### config.mk
export PLATFORM = sky130hd
export DESIGN_NAME = beat_src
export DESIGN_NICKNAME = d
export VERILOG_FILES = /design/src/rtl/beat_src.sv
export SDC_FILE = /design/constraint.sdc
export NUM_CORES = 1
export LEC_CHECK = 0
export CAP_MARGIN = 25
export CORE_MARGIN = 4
export CORE_UTILIZATION = 40
export CTS_CLUSTER_SIZE = 10
export DETAILED_ROUTE_END_ITERATION = 6
export GPL_ROUTABILITY_DRIVEN = 0
export HOLD_SLACK_MARGIN = 0.02
export PLACE_DENSITY = 0.62
export SYNTH_ARGS = -nofsm -noshare
export SYNTH_HDL_FRONTEND = slang
export SYNTH_SLANG_ARGS = --single-unit
### constraint.sdc
create_clock -name sys_clk -period 2.3 [get_ports sys_clk]
set_input_delay 0.345 -clock sys_clk [delete_from_list [all_inputs] [get_ports sys_clk]]
set_output_delay 0.345 -clock sys_clk [all_outputs]
set_load 0.1 [all_outputs]
### src/rtl/beat_src.sv
// Valid/ready burst source: emits burst_len incrementing beats from a seed,
// with an optional fixed idle gap after each accepted beat except the last.
module beat_src #(
  parameter int DW  = 3,
  parameter int LW  = 4,
  parameter int GAP = 0
) (
  input  logic          sys_clk,
  input  logic          sys_rst_n,
  input  logic          start,
  input  logic [LW-1:0] burst_len,
  input  logic [DW-1:0] data_seed,
  input  logic          ready_down,
  output logic          valid_down,
  output logic [DW-1:0] data_down,
  output logic          busy,
  output logic          done
);

  localparam int GW = (GAP > 1) ? $clog2(GAP + 1) : 1;

  typedef enum logic [1:0] {S_IDLE, S_SEND, S_GAP, S_DONE} state_t;

  state_t        state;
  logic [LW-1:0] len_q;
  logic [LW-1:0] sent_q;
  logic [LW-1:0] sent_nx;
  logic [GW-1:0] gap_cnt;

  assign sent_nx = sent_q + LW'(1);

  always_ff @(posedge sys_clk or negedge sys_rst_n) begin
    if (!sys_rst_n) begin
      state      <= S_IDLE;
      valid_down <= 1'b0;
      data_down  <= '0;
      busy       <= 1'b0;
      done       <= 1'b0;
      len_q      <= '0;
      sent_q     <= '0;
      gap_cnt    <= '0;
    end else begin
      case (state)
        S_IDLE: begin
          valid_down <= 1'b0;
          done       <= 1'b0;
          if (start) begin
            if (burst_len != '0) begin
              state      <= S_SEND;
              valid_down <= 1'b1;
              data_down  <= data_seed;
              busy       <= 1'b1;
              len_q      <= burst_len;
              sent_q     <= '0;
            end else begin
              // Empty burst still reports completion, without ever raising busy
              state <= S_DONE;
              done  <= 1'b1;
            end
          end
        end
        S_SEND: begin
          if (ready_down) begin
            sent_q <= sent_nx;
            if (sent_nx == len_q) begin
              state      <= S_DONE;
              valid_down <= 1'b0;
              busy       <= 1'b0;
              done       <= 1'b1;
            end else if (GAP == 0) begin
              data_down <= data_down + DW'(1);
            end else begin
              state      <= S_GAP;
              valid_down <= 1'b0;
              gap_cnt    <= GW'(GAP);
            end
          end
        end
        S_GAP: begin
          if (gap_cnt <= GW'(1)) begin
            state      <= S_SEND;
            valid_down <= 1'b1;
            data_down  <= data_down + DW'(1);
          end else begin
            gap_cnt <= gap_cnt - GW'(1);
          end
        end
        S_DONE: begin
          done  <= 1'b0;
          state <= S_IDLE;
        end
        default: state <= S_IDLE;
      endcase
    end
  end

endmodule

* After elaboration in Yosys (flattened, before gate mapping)
Cells that the tools add are included.
** Operators by class
- Add/sub/neg operators :: 3
- $mul :: 0
- Div/mod/pow operators :: 0
- $lt $le $gt $ge :: 1
- Equality and inequality tests :: 10
- Shift operators :: 0
- Muxes and demuxes :: 30
- Bitwise gates (word level) :: 1
- Reductions and logical operators :: 13
** Operators with widths (count)
- 3-bit 2-to-1 mux :: 5
- 4-bit 2-to-1 mux :: 3
- 2-bit != test (second input constant) :: 6
- 4-bit AND reduction :: 3
- 1-bit 2-to-1 mux :: 11
- 2-bit 2-to-1 mux :: 5
- 3-bit one-hot mux with 3 select lines :: 1
- 2-bit one-hot mux with 4 select lines :: 1
- 4-bit one-hot mux with 2 select lines :: 1
- 1-bit one-hot mux with 3 select lines :: 2
- 3-bit AND reduction :: 2
- 6-bit AND reduction :: 1
- 3-bit nonzero test :: 2
- 5-bit AND reduction :: 1
- 4-bit by 1-bit adder with 4-bit output (second input constant) :: 1
- 2-bit == test (second input constant) :: 2
- 4-bit == test :: 1
- 4-bit nonzero test :: 1
- 3-bit by 1-bit adder with 3-bit output (second input constant) :: 1
- 2-bit by 1-bit == test with 1-bit output (second input constant) :: 1
- 2-bit zero test :: 1
- 1-bit one-hot mux with 2 select lines :: 1
- 2-bit AND reduction :: 1
- 2-bit nonzero test :: 1
- 3 further kinds :: 3
** Word-level totals
- Register bits :: 17
- Latch bits :: 0
- Memory bits (writable) :: 0
- Bits in read-only memories :: 0
- Input bits :: 11
- Output and inout port bits :: 6
- Logic and storage cells :: 66
- Memories :: 0

* Depth between registers and ports, before layout
- Depth after elaboration :: 5
- Mapped depth :: 7
- Mapped depth without buffers :: 6

* Least setup slack after synthesis
OpenSTA, ideal clock, no wires.
- Path type :: flip-flop to flip-flop
- From :: register data_down[1]
- To :: register data_down[1]
- Library setup time :: 0.126 ns
- Arrival :: 1.782 ns
- Required time :: 2.174 ns
- Path slack :: 0.392 ns
- Cell stages (with the launch flop) :: 4
- Buffers on the path :: 0
- Clock period less this slack :: 1.908 ns
- Cells stage by stage :: dfrtp_1 ha_1 mux2_2 mux2_4
** Between the ends
- Word-level cells in the longest chain between the ends :: 4
- Elaborated cells between the ends (all ways) :: 5
- Those cells by class :: add/sub: 1; mux: 4
** RTL lines
- start: declaration :: line 15 : output logic [DW-1:0] data_down,
- start signal: assignment :: line 51 : data_down <= data_seed;
- start signal: assignment :: line 71 : data_down <= data_down + DW'(1);
- start signal: assignment :: line 83 : data_down <= data_down + DW'(1);
- 3-bit by 1-bit adder with 3-bit output (*) :: line 71, 83
- 3-bit 2-to-1 mux :: line 65 : if (sent_nx == len_q) begin
- 3-bit 2-to-1 mux :: line 63 : if (ready_down) begin
- 3-bit one-hot mux with 3 select lines (*) :: line 43 : case (state)
Every way passes the cells marked *; elsewhere a longest branch is shown, timed or not. The select of a mux whose other input is x is not followed.
A chain may end at the register's enable or synchronous reset.

* Worst setup path in the final report
- From :: register sent_q[1]
- To :: register state[1]
** Between the ends
- Word-level cells in the longest chain between the ends :: 4
** RTL lines
- start: declaration :: line 26 : logic [LW-1:0] sent_q;
- start signal: assignment :: line 64 : sent_q <= sent_nx;
- 4-bit by 1-bit adder with 4-bit output :: line 30 : assign sent_nx = sent_q + LW'(1);
- 4-bit == test :: line 65
- 2-bit != test (no source line)
- 4-bit AND reduction (no source line)
- end signal: assignment :: line 34 : state <= S_IDLE;
- end signal: assignment :: line 66 : state <= S_DONE;
- end signal: assignment :: line 73 : state <= S_GAP;
- end: declaration :: line 24 : state_t state;
No other way between the ends.

==> results by stage <==
Status:
- The flow ran to the end, and the final reports show no timing, DRC or antenna violations.

Routing:
- The violation count after the first detailed-route iteration is 58.
- The routed layout has 977 vias.
- The detail-routed net length per standard cell is 15.9 um.
- The average via count per standard cell is 5.96.
- The number of detailed-routing iterations run before antenna repair is 4.
- The number of nets still failing antenna checks after routing is 0.
- The remaining routing DRC violations is 0.
- The final wirelength is 2.61 mm.

STA:
- The setup clock skew after layout is 3.23 ps.
- Of the available clock period, the critical path in the final layout requires 91.3%.
- The minimum setup slack in the final design is 199 ps.
- The final-report max-slew violation count is 0.
- The slew at the pin closest to its max-slew limit is 748 ps.
- The final number of hold-violating endpoints is 0.
- The routed design could run at a clock period as short as 2100 ps.
- Setup repair after global routing left no endpoint under its margin.
- Derived from the worst setup path, the maximum achievable clock frequency is 0.476 GHz.
- Summed over all failing endpoints, the final setup total negative slack is 0 ps.
- Setup violations remaining at the end of the flow were counted as 0.
- The headroom to the max-slew limit is 50.0%.

Synth:
- When the netlist entered floorplanning its net count stood at 132.
- sky130_fd_sc_hd__dfrtp_1 takes more of the synthesized area than any other cell.
- The fraction of synthesis flops using an asynchronous set or reset pin is 100%.
- For this run, the leading register cell type out of synthesis is sky130_fd_sc_hd__dfrtp_1.
- The portion of the post-synthesis area used by sequential elements is 35.5%.
- The synthesized netlist occupies a cell area of 1130 um^2.
- In the post-synthesis netlist, the biggest area contributors are sky130_fd_sc_hd__dfrtp_1 36%, sky130_fd_sc_hd__ha_1 7.8%, sky130_fd_sc_hd__mux2_2 7.0%, sky130_fd_sc_hd__a311oi_1 3.1%, sky130_fd_sc_hd__nor3_1 3.1%.
- The synthesized design devotes to its leading area cell type 35.5% of total area.
- The synthesized instance count is 114.
- The total number of yosys warnings is 0.
- Counting flops and latches in the post-synthesis netlist gives 16.
- The number of enable flip-flop cells after synthesis is 0.
- Averaged over all synthesized cells, the footprint is 9.89 um^2.
- The post-synthesis cell type count is 39.

Cells and area:
- The finished cells cover 1360 um^2.
- The area added between synthesis and finish is 20.3%.
- 0 antenna diodes ended up in the layout.
- Leaving out fill and tap cells, the most frequent cell in the layout is sky130_fd_sc_hd__dfrtp_1.
- The number of nets in the layout is 154.
- In the layout the commonest cells are 16 x sky130_fd_sc_hd__dfrtp_1, 12 x sky130_fd_sc_hd__buf_4, 10 x sky130_fd_sc_hd__clkdlybuf4s50_1, 8 x sky130_fd_sc_hd__inv_1.
- Of the cells placed in the final design, the portion with a size suffix greater than 1 is 21.6%.

Setup path:
- Traced cell by cell, the critical path runs through ha_1 > xor3_1 > or3_1 > nor3_1 > a211oi_1.
- The cell family contributing the most delay on the critical path is simple AND/OR/NAND/NOR gates.
- STA classifies the critical path endpoint as a flip-flop.
- The maximum fanout along the worst path is 6.
- The critical setup path kind is reg2reg.
- The kind of launch point of the worst setup path is a flip-flop.
- The number of buffers and inverters on the critical path is 0.
- The delay of the slowest cell on the worst path is 450 ps.
- The data arrival time of the critical path is 2240 ps.
- For this design, the slowest cell found on the critical path is sky130_fd_sc_hd__dfrtp_1.
- Data on the critical path is required at its endpoint by 2440 ps.

Clocking:
- Clock-pin slew was measured on the worst setup and hold paths at 100 ps.
- The clock passes through at most 2 buffers.
- The number of buffers inserted by hold repair at cts is 0.
- The number of buffers inserted to repair setup after CTS is 0.
- The clock insertion delay at the later pin of the skew report is 280 ps.
- TritonCTS built the clock tree.
- The TritonCTS buffer count is 3.
- For this design, the sink count on the clock tree is 16.
- The post-cts sizing count is 0.
- In this run the number of H-tree levels came out at 1.
- The root cell of the clock tree is sky130_fd_sc_hd__clkbuf_4.

GRT:
- The pin count of the biggest net entering global routing is 17.
- The global-route congestion overflow total is 0.
- The first global-routing pass estimated 4.35 mm of wire.
- The number of global-route vias before repair came to 930.
- The initial antenna violation count is 0.
- The aggregate global-route resource usage is 15.4%.

Die:
- The count of boundary I/O pins is 17.
- The number of cell rows is 18.
- After floorplanning, the core was sized to cover 2590 um^2.
- The overall die height is 61.1 um.
- The area enclosed by the die boundary is 3730 um^2.
- The die width is 61.1 um.
- The starting utilization of the core area is 43.5%.

Place:
- Detailed placement finished with a half-perimeter wire length of 2.04 mm.
- The number of buffers inserted by port buffering is 16.
- In this run the cell area measured after placement is 1330 um^2.
- At the placement stage, the worst setup path has a slack of 199 ps.

Min path:
- The min-delay analysis places its worst path in the category in2async.

Flow run:
- The tool flagged a number of max-cap violations equal to 0.
## final timing paths
kind / start / endpoint / slack, ps / cells past startpoint
max in group asynchronous: sys_rst_n / sent_q[0] / 1340 / 1
worst min register to register: done / done / 520 / 1
worst max-delay path: sent_q[1] / state[1] / 200 / 5
min in group sys_clk: done / done / 520 / 1
worst max register to register: sent_q[1] / state[1] / 200 / 5
worst min-delay path: sys_rst_n / state[1] / 500 / 1
## cells in the mapped netlist, types with 4 or more instances
cell                       instances
sky130_fd_sc_hd__a21oi_1           5
sky130_fd_sc_hd__dfrtp_1          16
sky130_fd_sc_hd__mux2_2            7
sky130_fd_sc_hd__nand2_1           6
sky130_fd_sc_hd__ha_1              7
sky130_fd_sc_hd__nor2_1            6
sky130_fd_sc_hd__nor3_1            7
sky130_fd_sc_hd__o21ai_0           5
sky130_fd_sc_hd__a311oi_1          4
sky130_fd_sc_hd__inv_1             8
sky130_fd_sc_hd__nand3_1           4
## routing by layer
layer,GRT usage [%],part of all wire (%),vias up
li1,-,-,471
met1,21.7,45,468
met2,25.2,47,34
met3,2.31,6.7,4
met4,2.79,0.80,0
met5,0,0,-
## kinds of logic (layout without fill, tap and decap cells)
family | count (synthesis) | in the layout | share of synthesized area (%)
muxes | 10 | 10 | 10.1
AOI/OAI and AO/OA | 30 | 30 | 21.4
adders and majority gates | 7 | 7 | 7.77
DFF | 16 | 16 | 35.5
xor gates and xnor gates | 6 | 6 | 6.66
buffers and inverters | 14 | 34 | 4.88
and+or+nand+nor | 31 | 31 | 13.7
## sequential cells by signal, indices dropped and copies added, names as in the netlist
signal	cells
len_q	4
sent_q	4
data_down	3
state	2
busy	1
done	1
valid_down	1
## stage by stage
stage	util, %	std cells	hold slack, ps
finish	52.4	164	498
global placement	51.5	161	499
floorplan	-	114	49.4
global route	52.4	164	550
CTS	52.4	164	522
detailed placement	51.5	161	501
## area by class of cell
| type | instances | area, um^2 |
|---|---|---|
| well taps | 30 | 37.5 |
| flip-flops and latches | 16 | 400 |
| inverters | 9 | 33.8 |
| fillers | 239 | 1230 |
| clock buffers | 3 | 22.5 |
| multi-input cells | 84 | 672 |
| repair buffers | 22 | 190 |
## worst reg2reg max path, stage by stage (launching register included)
cell                       delay, ps
sky130_fd_sc_hd__dfrtp_1         450
sky130_fd_sc_hd__ha_1            240
sky130_fd_sc_hd__xor3_1          450
sky130_fd_sc_hd__or3_1           370
sky130_fd_sc_hd__nor3_1          300
sky130_fd_sc_hd__a211oi_1        160
Power is left out: the tool's default activity adds up to more than one toggle a clock period on the data nets, which glitch-free logic cannot reach.
